$ cat src/rtl/alu_pkg.sv
// Shared definitions for the iterative execution unit: ALUOp encodings,
// funct7 constants, the internal operation and FSM state enums, and the
// decode helpers used by alu_iter and alu_muldiv_iter.
package alu_pkg;

    localparam logic [1:0] ALUOP_ADD   = 2'b00;
    localparam logic [1:0] ALUOP_SUB   = 2'b01;
    localparam logic [1:0] ALUOP_RTYPE = 2'b10;
    localparam logic [1:0] ALUOP_ITYPE = 2'b11;

    localparam logic [6:0] F7_BASE   = 7'b0000000;
    localparam logic [6:0] F7_ALT    = 7'b0100000;
    localparam logic [6:0] F7_MULDIV = 7'b0000001;

    typedef enum logic [4:0] {
        OP_ADD, OP_SUB, OP_SLL, OP_SLT, OP_SLTU, OP_XOR, OP_SRL, OP_SRA,
        OP_OR, OP_AND, OP_MUL, OP_MULH, OP_MULHSU, OP_MULHU,
        OP_DIV, OP_DIVU, OP_REM, OP_REMU, OP_ILLEGAL
    } alu_op_e;

    typedef enum logic [1:0] {S_IDLE, S_BUSY, S_DONE} state_e;

    // funct3 table shared by R-type funct7=0 and I-type; alt selects SRA.
    function automatic alu_op_e base_op(logic [2:0] f3, logic alt);
        case (f3)
            3'b000:  base_op = OP_ADD;
            3'b001:  base_op = OP_SLL;
            3'b010:  base_op = OP_SLT;
            3'b011:  base_op = OP_SLTU;
            3'b100:  base_op = OP_XOR;
            3'b101:  base_op = alt ? OP_SRA : OP_SRL;
            3'b110:  base_op = OP_OR;
            default: base_op = OP_AND;
        endcase
    endfunction

    function automatic alu_op_e decode_op(logic [1:0] aluop, logic [2:0] f3,
                                          logic [6:0] f7, logic imm_sra);
        decode_op = OP_ILLEGAL;
        case (aluop)
            ALUOP_ADD:   decode_op = OP_ADD;
            ALUOP_SUB:   decode_op = OP_SUB;
            // I-type ignores funct7; imm bit 10 distinguishes srai from srli
            ALUOP_ITYPE: decode_op = base_op(f3, imm_sra);
            default: begin
                if (f7 == F7_BASE) begin
                    decode_op = base_op(f3, 1'b0);
                end else if (f7 == F7_ALT) begin
                    if (f3 == 3'b000)      decode_op = OP_SUB;
                    else if (f3 == 3'b101) decode_op = OP_SRA;
                end else if (f7 == F7_MULDIV) begin
                    case (f3)
                        3'b000:  decode_op = OP_MUL;
                        3'b001:  decode_op = OP_MULH;
                        3'b010:  decode_op = OP_MULHSU;
                        3'b011:  decode_op = OP_MULHU;
                        3'b100:  decode_op = OP_DIV;
                        3'b101:  decode_op = OP_DIVU;
                        3'b110:  decode_op = OP_REM;
                        default: decode_op = OP_REMU;
                    endcase
                end
            end
        endcase
    endfunction

    function automatic logic is_mul(alu_op_e op);
        return op inside {OP_MUL, OP_MULH, OP_MULHSU, OP_MULHU};
    endfunction

    function automatic logic is_div(alu_op_e op);
        return op inside {OP_DIV, OP_DIVU, OP_REM, OP_REMU};
    endfunction

endpackage

$ cat src/rtl/alu_iter_if.sv
// Execute-stage handshake bundle for alu_iter.
//   Producer side: in_valid/in_ready, operands, imm, ALUSrc, ALUOp, funct3/7.
//   Consumer side: out_valid/out_ready, ALU_result, zero, illegal.
// master = pipeline (drives operations, takes results); slave = the unit.
interface alu_iter_if #(parameter int XLEN = 32);
    logic            in_valid;
    logic            in_ready;
    logic [XLEN-1:0] read_data1;
    logic [XLEN-1:0] read_data2;
    logic [XLEN-1:0] imm;
    logic            ALUSrc;
    logic [1:0]      ALUOp;
    logic [2:0]      funct3;
    logic [6:0]      funct7;
    logic            out_valid;
    logic            out_ready;
    logic [XLEN-1:0] ALU_result;
    logic            zero;
    logic            illegal;

    modport master (
        output in_valid, read_data1, read_data2, imm, ALUSrc, ALUOp, funct3,
               funct7, out_ready,
        input  in_ready, out_valid, ALU_result, zero, illegal
    );

    modport slave (
        input  in_valid, read_data1, read_data2, imm, ALUSrc, ALUOp, funct3,
               funct7, out_ready,
        output in_ready, out_valid, ALU_result, zero, illegal
    );
endinterface

$ cat src/rtl/alu_muldiv_iter.sv
// Radix-2 iterative multiply/divide engine.
//   clk, rst    : clock, async active-high reset (aborts a running op)
//   start_i     : latch op_i/a_i/b_i and begin XLEN iterations
//   op_i        : one of the mul/div operations
//   a_i, b_i    : raw operands
//   done_o      : high during the last iteration; result_o is valid then
//   result_o    : final (sign-corrected) result, combinational off done_o
module alu_muldiv_iter import alu_pkg::*; #(
    parameter int XLEN = 32
) (
    input  logic            clk,
    input  logic            rst,
    input  logic            start_i,
    input  alu_op_e         op_i,
    input  logic [XLEN-1:0] a_i,
    input  logic [XLEN-1:0] b_i,
    output logic            done_o,
    output logic [XLEN-1:0] result_o
);
    localparam int CW = $clog2(XLEN);

    logic              run_q;
    logic [CW-1:0]     cnt_q;
    alu_op_e           op_q;
    logic [2*XLEN-1:0] acc_q, acc_d;   // mul: product; div: {remainder, quotient}
    logic [XLEN-1:0]   m_q;            // mul: multiplicand; div: divisor
    logic              negq_q, negr_q; // negate product/quotient, negate remainder

    logic            a_sgn, b_sgn;
    logic [XLEN-1:0] a_mag, b_mag;

    assign a_sgn = (op_i inside {OP_MULH, OP_MULHSU, OP_DIV, OP_REM}) && a_i[XLEN-1];
    assign b_sgn = (op_i inside {OP_MULH, OP_DIV, OP_REM}) && b_i[XLEN-1];
    assign a_mag = a_sgn ? -a_i : a_i;
    assign b_mag = b_sgn ? -b_i : b_i;

    // Shift-add step: multiplier sits in the low half and is consumed LSB first.
    logic [XLEN:0]     mul_sum;
    logic [2*XLEN-1:0] mul_nx, prod;
    assign mul_sum = {1'b0, acc_q[2*XLEN-1:XLEN]} + (acc_q[0] ? {1'b0, m_q} : '0);
    assign mul_nx  = {mul_sum, acc_q[XLEN-1:1]};
    assign prod    = negq_q ? -mul_nx : mul_nx;

    // Restoring step: dividend shifts out of the low half, quotient bits in.
    logic [XLEN:0]   r_sh;
    logic            ge;
    logic [XLEN-1:0] rsub, r_nx, q_nx;
    assign r_sh = {acc_q[2*XLEN-1:XLEN], acc_q[XLEN-1]};
    assign ge   = r_sh >= {1'b0, m_q};
    assign rsub = r_sh[XLEN-1:0] - m_q;   // fits: r_sh - m < m when ge
    assign r_nx = ge ? rsub : r_sh[XLEN-1:0];
    assign q_nx = {acc_q[XLEN-2:0], ge};

    assign acc_d  = is_mul(op_q) ? mul_nx : {r_nx, q_nx};
    assign done_o = run_q && (cnt_q == '0);

    // Final iteration and sign fix-up happen in the same cycle.
    always_comb begin
        result_o = '0;
        case (op_q)
            OP_MUL:                     result_o = prod[XLEN-1:0];
            OP_MULH, OP_MULHSU, OP_MULHU: result_o = prod[2*XLEN-1:XLEN];
            OP_DIV, OP_DIVU:            result_o = negq_q ? -q_nx : q_nx;
            default:                    result_o = negr_q ? -r_nx : r_nx;
        endcase
    end

    always_ff @(posedge clk or posedge rst) begin
        if (rst) begin
            run_q  <= 1'b0;
            cnt_q  <= '0;
            op_q   <= OP_ADD;
            acc_q  <= '0;
            m_q    <= '0;
            negq_q <= 1'b0;
            negr_q <= 1'b0;
        end else if (start_i) begin
            run_q  <= 1'b1;
            cnt_q  <= CW'(XLEN - 1);
            op_q   <= op_i;
            negq_q <= a_sgn ^ b_sgn;
            negr_q <= a_sgn;
            if (is_mul(op_i)) begin
                acc_q <= {{XLEN{1'b0}}, b_mag};
                m_q   <= a_mag;
            end else begin
                acc_q <= {{XLEN{1'b0}}, a_mag};
                m_q   <= b_mag;
            end
        end else if (run_q) begin
            acc_q <= acc_d;
            if (cnt_q == '0) run_q <= 1'b0;
            else             cnt_q <= cnt_q - 1'b1;
        end
    end
endmodule

$ cat src/rtl/alu_iter.sv
// Multi-cycle RV32IM execution unit with valid/ready on both sides.
//   clk, rst : clock, async active-high reset
//   bus      : alu_iter_if.slave -- operation in (operands, imm, ALUSrc,
//              ALUOp, funct3/7, in_valid/in_ready) and registered result out
//              (ALU_result, zero, illegal, out_valid/out_ready)
// Base, illegal and divide special cases finish in one cycle; the remaining
// mul/div ops run XLEN iterations in alu_muldiv_iter.
module alu_iter import alu_pkg::*; #(
    parameter int XLEN = 32
) (
    input logic       clk,
    input logic       rst,
    alu_iter_if.slave bus
);
    localparam int SHW = $clog2(XLEN);
    // srai marker in the immediate; narrow datapaths fall back to the top bit
    localparam int SRAI_BIT = (XLEN > 10) ? 10 : XLEN - 1;
    localparam logic [XLEN-1:0] MIN_NEG = {1'b1, {(XLEN-1){1'b0}}};

    state_e          state_q;
    logic            out_valid_q, zero_q, illegal_q;
    logic [XLEN-1:0] result_q;

    logic [XLEN-1:0] op_a, op_b, quick_res, eng_res;
    logic [SHW-1:0]  shamt;
    alu_op_e         op;
    logic            accept, b_zero, div_ovf, special, start, eng_done;

    assign op_a  = bus.read_data1;
    assign op_b  = bus.ALUSrc ? bus.imm : bus.read_data2;
    assign shamt = op_b[SHW-1:0];
    assign op    = decode_op(bus.ALUOp, bus.funct3, bus.funct7, bus.imm[SRAI_BIT]);

    assign bus.in_ready = (state_q == S_IDLE) || ((state_q == S_DONE) && bus.out_ready);
    assign accept       = bus.in_valid && bus.in_ready;

    // Divide cases with a closed-form answer skip the engine.
    assign b_zero  = (op_b == '0);
    assign div_ovf = (op == OP_DIV || op == OP_REM) && (op_a == MIN_NEG) && (op_b == '1);
    assign special = is_div(op) && (b_zero || div_ovf);
    assign start   = accept && (is_mul(op) || is_div(op)) && !special;

    always_comb begin
        quick_res = '0;
        case (op)
            OP_ADD:          quick_res = op_a + op_b;
            OP_SUB:          quick_res = op_a - op_b;
            OP_SLL:          quick_res = op_a << shamt;
            OP_SLT:          quick_res = {{(XLEN-1){1'b0}}, $signed(op_a) < $signed(op_b)};
            OP_SLTU:         quick_res = {{(XLEN-1){1'b0}}, op_a < op_b};
            OP_XOR:          quick_res = op_a ^ op_b;
            OP_SRL:          quick_res = op_a >> shamt;
            OP_SRA:          quick_res = $unsigned($signed(op_a) >>> shamt);
            OP_OR:           quick_res = op_a | op_b;
            OP_AND:          quick_res = op_a & op_b;
            // overflow case: quotient = A, remainder = 0
            OP_DIV, OP_DIVU: quick_res = b_zero ? '1 : op_a;
            OP_REM, OP_REMU: quick_res = b_zero ? op_a : '0;
            default:         quick_res = '0;
        endcase
    end

    alu_muldiv_iter #(.XLEN(XLEN)) u_muldiv (
        .clk      (clk),
        .rst      (rst),
        .start_i  (start),
        .op_i     (op),
        .a_i      (op_a),
        .b_i      (op_b),
        .done_o   (eng_done),
        .result_o (eng_res)
    );

    always_ff @(posedge clk or posedge rst) begin
        if (rst) begin
            state_q     <= S_IDLE;
            out_valid_q <= 1'b0;
            result_q    <= '0;
            zero_q      <= 1'b1;
            illegal_q   <= 1'b0;
        end else begin
            case (state_q)
                S_IDLE, S_DONE: begin
                    if (accept) begin
                        if (start) begin
                            state_q     <= S_BUSY;
                            out_valid_q <= 1'b0;
                        end else begin
                            state_q     <= S_DONE;
                            out_valid_q <= 1'b1;
                            result_q    <= quick_res;
                            zero_q      <= (quick_res == '0);
                            illegal_q   <= (op == OP_ILLEGAL);
                        end
                    end else if ((state_q == S_DONE) && bus.out_ready) begin
                        state_q     <= S_IDLE;
                        out_valid_q <= 1'b0;
                    end
                end
                S_BUSY: begin
                    if (eng_done) begin
                        state_q     <= S_DONE;
                        out_valid_q <= 1'b1;
                        result_q    <= eng_res;
                        zero_q      <= (eng_res == '0);
                        illegal_q   <= 1'b0;
                    end
                end
                default: begin
                    state_q     <= S_IDLE;
                    out_valid_q <= 1'b0;
                end
            endcase
        end
    end

    assign bus.out_valid  = out_valid_q;
    assign bus.ALU_result = result_q;
    assign bus.zero       = zero_q;
    assign bus.illegal    = illegal_q;
endmodule

$ cat src/flat_wrapper.sv
// flat-port wrapper written by rule: the top's interface ports become plain ports
module alu_iter_flat import alu_pkg::*;
#(
    parameter int XLEN = 32
)
  (clk, rst, bus_in_valid, bus_read_data1, bus_read_data2, bus_imm, bus_ALUSrc, bus_ALUOp, bus_funct3, bus_funct7, bus_out_ready, bus_in_ready, bus_out_valid, bus_ALU_result, bus_zero, bus_illegal);
  alu_iter_if #(.XLEN(XLEN)) bus_i ();
  input logic clk;
  input logic rst;
  input wire logic [$bits(bus_i.in_valid)-1:0] bus_in_valid;
  input wire logic [$bits(bus_i.read_data1)-1:0] bus_read_data1;
  input wire logic [$bits(bus_i.read_data2)-1:0] bus_read_data2;
  input wire logic [$bits(bus_i.imm)-1:0] bus_imm;
  input wire logic [$bits(bus_i.ALUSrc)-1:0] bus_ALUSrc;
  input wire logic [$bits(bus_i.ALUOp)-1:0] bus_ALUOp;
  input wire logic [$bits(bus_i.funct3)-1:0] bus_funct3;
  input wire logic [$bits(bus_i.funct7)-1:0] bus_funct7;
  input wire logic [$bits(bus_i.out_ready)-1:0] bus_out_ready;
  output wire logic [$bits(bus_i.in_ready)-1:0] bus_in_ready;
  output wire logic [$bits(bus_i.out_valid)-1:0] bus_out_valid;
  output wire logic [$bits(bus_i.ALU_result)-1:0] bus_ALU_result;
  output wire logic [$bits(bus_i.zero)-1:0] bus_zero;
  output wire logic [$bits(bus_i.illegal)-1:0] bus_illegal;
  assign bus_i.in_valid = bus_in_valid;
  assign bus_i.read_data1 = bus_read_data1;
  assign bus_i.read_data2 = bus_read_data2;
  assign bus_i.imm = bus_imm;
  assign bus_i.ALUSrc = bus_ALUSrc;
  assign bus_i.ALUOp = bus_ALUOp;
  assign bus_i.funct3 = bus_funct3;
  assign bus_i.funct7 = bus_funct7;
  assign bus_i.out_ready = bus_out_ready;
  assign bus_in_ready = bus_i.in_ready;
  assign bus_out_valid = bus_i.out_valid;
  assign bus_ALU_result = bus_i.ALU_result;
  assign bus_zero = bus_i.zero;
  assign bus_illegal = bus_i.illegal;
  alu_iter #(.XLEN(XLEN)) u_core (.clk(clk), .rst(rst), .bus(bus_i));
endmodule
$ cat config.mk
export PLATFORM = sky130hd
export DESIGN_NAME = alu_iter_flat
export DESIGN_NICKNAME = d
export VERILOG_FILES = /design/src/rtl/alu_pkg.sv /design/src/rtl/alu_iter_if.sv /design/src/rtl/alu_muldiv_iter.sv /design/src/rtl/alu_iter.sv /design/src/flat_wrapper.sv
export SDC_FILE = /design/constraint.sdc
export NUM_CORES = 2
export LEC_CHECK = 0
export ABC_AREA = 1
export CAP_MARGIN = 30
export CELL_PAD_IN_SITES_DETAIL_PLACEMENT = 0
export CELL_PAD_IN_SITES_GLOBAL_PLACEMENT = 1
export CORE_MARGIN = 2
export CORE_UTILIZATION = 39
export DETAILED_ROUTE_END_ITERATION = 10
export GPL_TIMING_DRIVEN = 0
export HOLD_SLACK_MARGIN = 0.06
export PLACE_DENSITY_LB_ADDON = 0.05
export RECOVER_POWER = 25
export REMOVE_ABC_BUFFERS = 1
export SLEW_MARGIN = 20
export SYNTH_ARGS = -nofsm -noshare
export SYNTH_HDL_FRONTEND = slang
export SYNTH_SLANG_ARGS = --single-unit
export TNS_END_PERCENT = 10
$ cat constraint.sdc
create_clock -name clk -period 4.6 [get_ports clk]
set_input_delay 0.69 -clock clk [delete_from_list [all_inputs] [get_ports clk]]
set_output_delay 0.69 -clock clk [all_outputs]
set_load 0.03 [all_outputs]
==> impl_metrics.json <==
{
  "outcome": "finished with violations",
  "failed_checks": "capacitance limit, slew limit, setup timing",
  "antenna_violating_nets_post_route": 0,
  "place.port_buffers": 148,
  "cts-buffers-inserted": 17,
  "drtPass1Iterations": 6,
  "dp_hpwl_um": 136000,
  "cts_hold_buf": 0,
  "global_route.peak_usage_layer": "met2",
  "dieHeight_um": 278,
  "place_congestion": 1.03,
  "fillers": 8415,
  "gr-total-overflow": 0,
  "core_area_um2": 74400,
  "post_dp_cell_area_um2": 31900,
  "yosysMostFrequentCell": "nand2_1",
  "finalInstanceArea_um2": 33900,
  "slew_violations": 56,
  "global_route.usage.total_pct": 42.6,
  "synth.area.top_cells": "nand2_1, dfrtp_1, o21ai_0",
  "clkTransAtPathRegs_ps": 90,
  "clock_path_buffers": 2,
  "mappedNetlistArea_um2": 29300,
  "vdd_drop_max_v": 0.000345,
  "max_freq_mhz": 212,
  "power_per_cell_area_nw_per_um2": 666,
  "critical_path_required_ps": 5010,
  "grt_max_degree": 92,
  "layout-drive-gt1-share_pct": 9.65,
  "drt_wl_total_um": 170000,
  "post_synth_xor_area_fraction_pct": 2.81,
  "ys_async_sr_fraction_pct": 100,
  "post_synthesis_sequential_area_ratio_pct": 12.4,
  "grt_use_met3_pct": 5.01,
  "p_total_mw": 22.6,
  "unrepaired_setup_endpoints_after_global_routing": "yes",
  "detail_route.vias_per_cell": 5.93,
  "ys_seq_elements": 145,
  "ys.flop_type": "dfrtp_1",
  "layout-area-overhead-vs-synth_pct": 15.7,
  "max_transition_margin_pct": -92.2,
  "netlist-cell-type-count": 72,
  "multi_input_comb_area_um2": 23200,
  "nets": 5703,
  "post_synth_inst_count": 5371,
  "detail_route.iter0.violations": 4323,
  "initial_utilization_pct": 39.4,
  "place_ws_ps": -2540,
  "grt_antenna_before_repair": 2,
  "yosys.area_share.simple_pct": 43.0,
  "synth_largest_area_cell": "nand2_1",
  "final_worst_slack_ps": -127,
  "post-route-drc-count": 0,
  "synth_top_family_by_area": "simple AND/OR/NAND/NOR gates",
  "grt_pass1_wl_um": 242000,
  "tightest_slew_ps": 2870,
  "worstPathMaxFanout": 9,
  "clock_tree.root_cell": "clkbuf_16",
  "placementRows": 100,
  "final-hold-violation-count": 0,
  "finalCoreUtilization_pct": 45.6,
  "number_of_violations_of_the_max_capacitance_limit": 1,
  "die_area_um2": 77400,
  "synth_edf_count": 0,
  "crit_path_end_kind": "flop",
  "synth-adder-area-share_pct": 7.48,
  "synth_mux_area_share_pct": 0.892,
  "htree_levels": 4,
  "ys.warnings.count": 0,
  "crit_type": "input port to flop",
  "synth_compound_area_share_pct": 21.6,
  "post_synth.cell_area_avg_um2": 5.46,
  "vias": 37900,
  "final.setup_skew_ps": 27.5,
  "yosys-top-cells-count": "nand2_1, nor2_1, inv_1",
  "clock-sinks": 145,
  "worst_skew_pair.late_latency_ps": 470,
  "io_pins": 149,
  "fin_crit_sh_pct": 103,
  "hold_class": "flop to flop",
  "seq_area_um2": 3640,
  "setup.worst_path.start_class": "input port",
  "timing.final.setup_violations": 1,
  "total_leakage_power_nw": 16.2,
  "first_global_vias": 35500,
  "post-synth-top-area-fraction_pct": 19.6,
  "arrival_ps": 5130,
  "met1_usage_pct": 48.3,
  "tritoncts": "done",
  "met2_usage_pct": 72.9,
  "die_w_um": 278,
  "routedWlPerCell_um": 26.6,
  "fin_crit_ps": 4730
}
-- worst max-delay path, stage by stage --
cell           delay (ps)
dlygate4sd2_1         700
inv_1                 320
ha_1                  590
inv_1                 200
a21oi_1               360
o21ai_0               150
a31oi_1               300
nand3_1               320
nor2_1                180
nor2_1                 60
nand2_1                80
nand3_1               130
nor2_2                250
nand2_1                80
nor2_1                100
nand2_1                90
nor2_1                100
nand3_1               120
nand2_1               100
clkinv_1               70
a21oi_2               120
-- stage by stage --
stage	setup TNS [ps]	hold slack [ps]	std cells
5_1_grt	-265	512	6401
6_report	-127	487	6402
3_5_place_dp	-159250	471	6303
3_3_place_gp	-1448370	457	6260
4_1_cts	-91.2	491	6381
2_1_floorplan	-323860	475	5143
-- final timing paths --
| path | startpoint | to | slack (ps) | cells after the start |
|---|---|---|---|---|
| setup / recovery | bus_read_data1[22] | u_core.bus.zero$_DFFE_PP1P_ | -130 | 21 |
| hold / removal | u_core.bus.ALU_result[24]$_DFFE_PP0P_ | u_core.bus.ALU_result[24]$_DFFE_PP0P_ | 490 | 2 |
| setup reg to reg | u_core.u_muldiv.m_q[24]$_DFFE_PP0P_ | u_core.bus.zero$_DFFE_PP1P_ | -60 | 28 |
| hold reg to reg | u_core.bus.ALU_result[24]$_DFFE_PP0P_ | u_core.bus.ALU_result[24]$_DFFE_PP0P_ | 490 | 2 |
| max in group asynchronous | rst | u_core.u_muldiv.negq_q$_DFFE_PP0P_ | 470 | 3 |
| min in group asynchronous | rst | u_core.bus.ALU_result[3]$_DFFE_PP0P_ | 1480 | 2 |
-- report_power, final --
part	internal (mW)	switching (mW)	leakage (nW)	total [mW]
registers	1.90	0.792	1.71	2.69
logic	5.42	13.0	14.2	18.4
clock network	0.733	0.776	0.284	1.51
total	8.05	14.6	16.2	22.6
-- cells in the final DEF, fill, tap and decap left out, types with 25 or more instances in the layout --
cell type        count
a21oi_1            303
a22oi_1             36
a31oi_1             34
buf_4               51
clkdlybuf4s50_1    129
dfrtp_1            140
ha_1               142
inv_1              557
inv_2               45
mux2i_1             25
nand2_1           1505
nand2_2             61
nand3_1            419
nand3b_1            26
nand4_1             78
nor2_1             604
nor2_2              36
nor2_4              32
nor3_1              64
o211ai_1            50
o21ai_0            456
o21ai_1             67
o21ai_2             28
o22ai_1             50
or2_2               40
xor2_1              88
-- final cells by class --
class                   instances  area share [%]
diodes                          3          0.0221
clock buffers                  17            1.25
clock inverters                15           0.490
inverters                     630            7.25
multi-input cells            4377            68.3
flip-flops and latches        145            10.7
well taps                     969            3.57
repair buffers                245            8.32
repair inverters                1          0.0147
-- metal layers --
metal / up-vias / wire (µm) / part of all wire [%]
met5: - / 0 / 0
met4: 0 / 16200 / 9.5
li1: 17800 / - / -
met3: 524 / 12300 / 7.2
met2: 1897 / 79400 / 47
met1: 17700 / 62400 / 37
-- state kept, by name, summed over array words and instances (netlist names) --
register	cells
u_core.u_muldiv.negq_q	1
u_core.u_muldiv.m_q	32
u_core.u_muldiv.cnt_q	5
u_core.u_muldiv.run_q	1
u_core.u_muldiv.acc_q	64
u_core.u_muldiv.negr_q	1
u_core.bus.zero	1
u_core.state_q	2
u_core.bus.ALU_result	32
u_core.u_muldiv.op_q	5
u_core.bus.illegal	1
-- cell families after synthesis --
kind of cell | after synthesis
AOI/OAI and AO/OA | 1135
buffers and inverters | 858
muxes | 26
xor gates and xnor gates | 94
DFF | 145
and+or+nand+nor | 2940
adders and majority gates | 173
-- what timing repair did --
action	4_1_cts	5_1_grt
resized for setup	117	150
pin swaps	22	8
setup endpoints to repair	136	90
gates cloned	11	1
setup buffers	35	16
No activity file was read; power rests on OpenSTA's default activity.
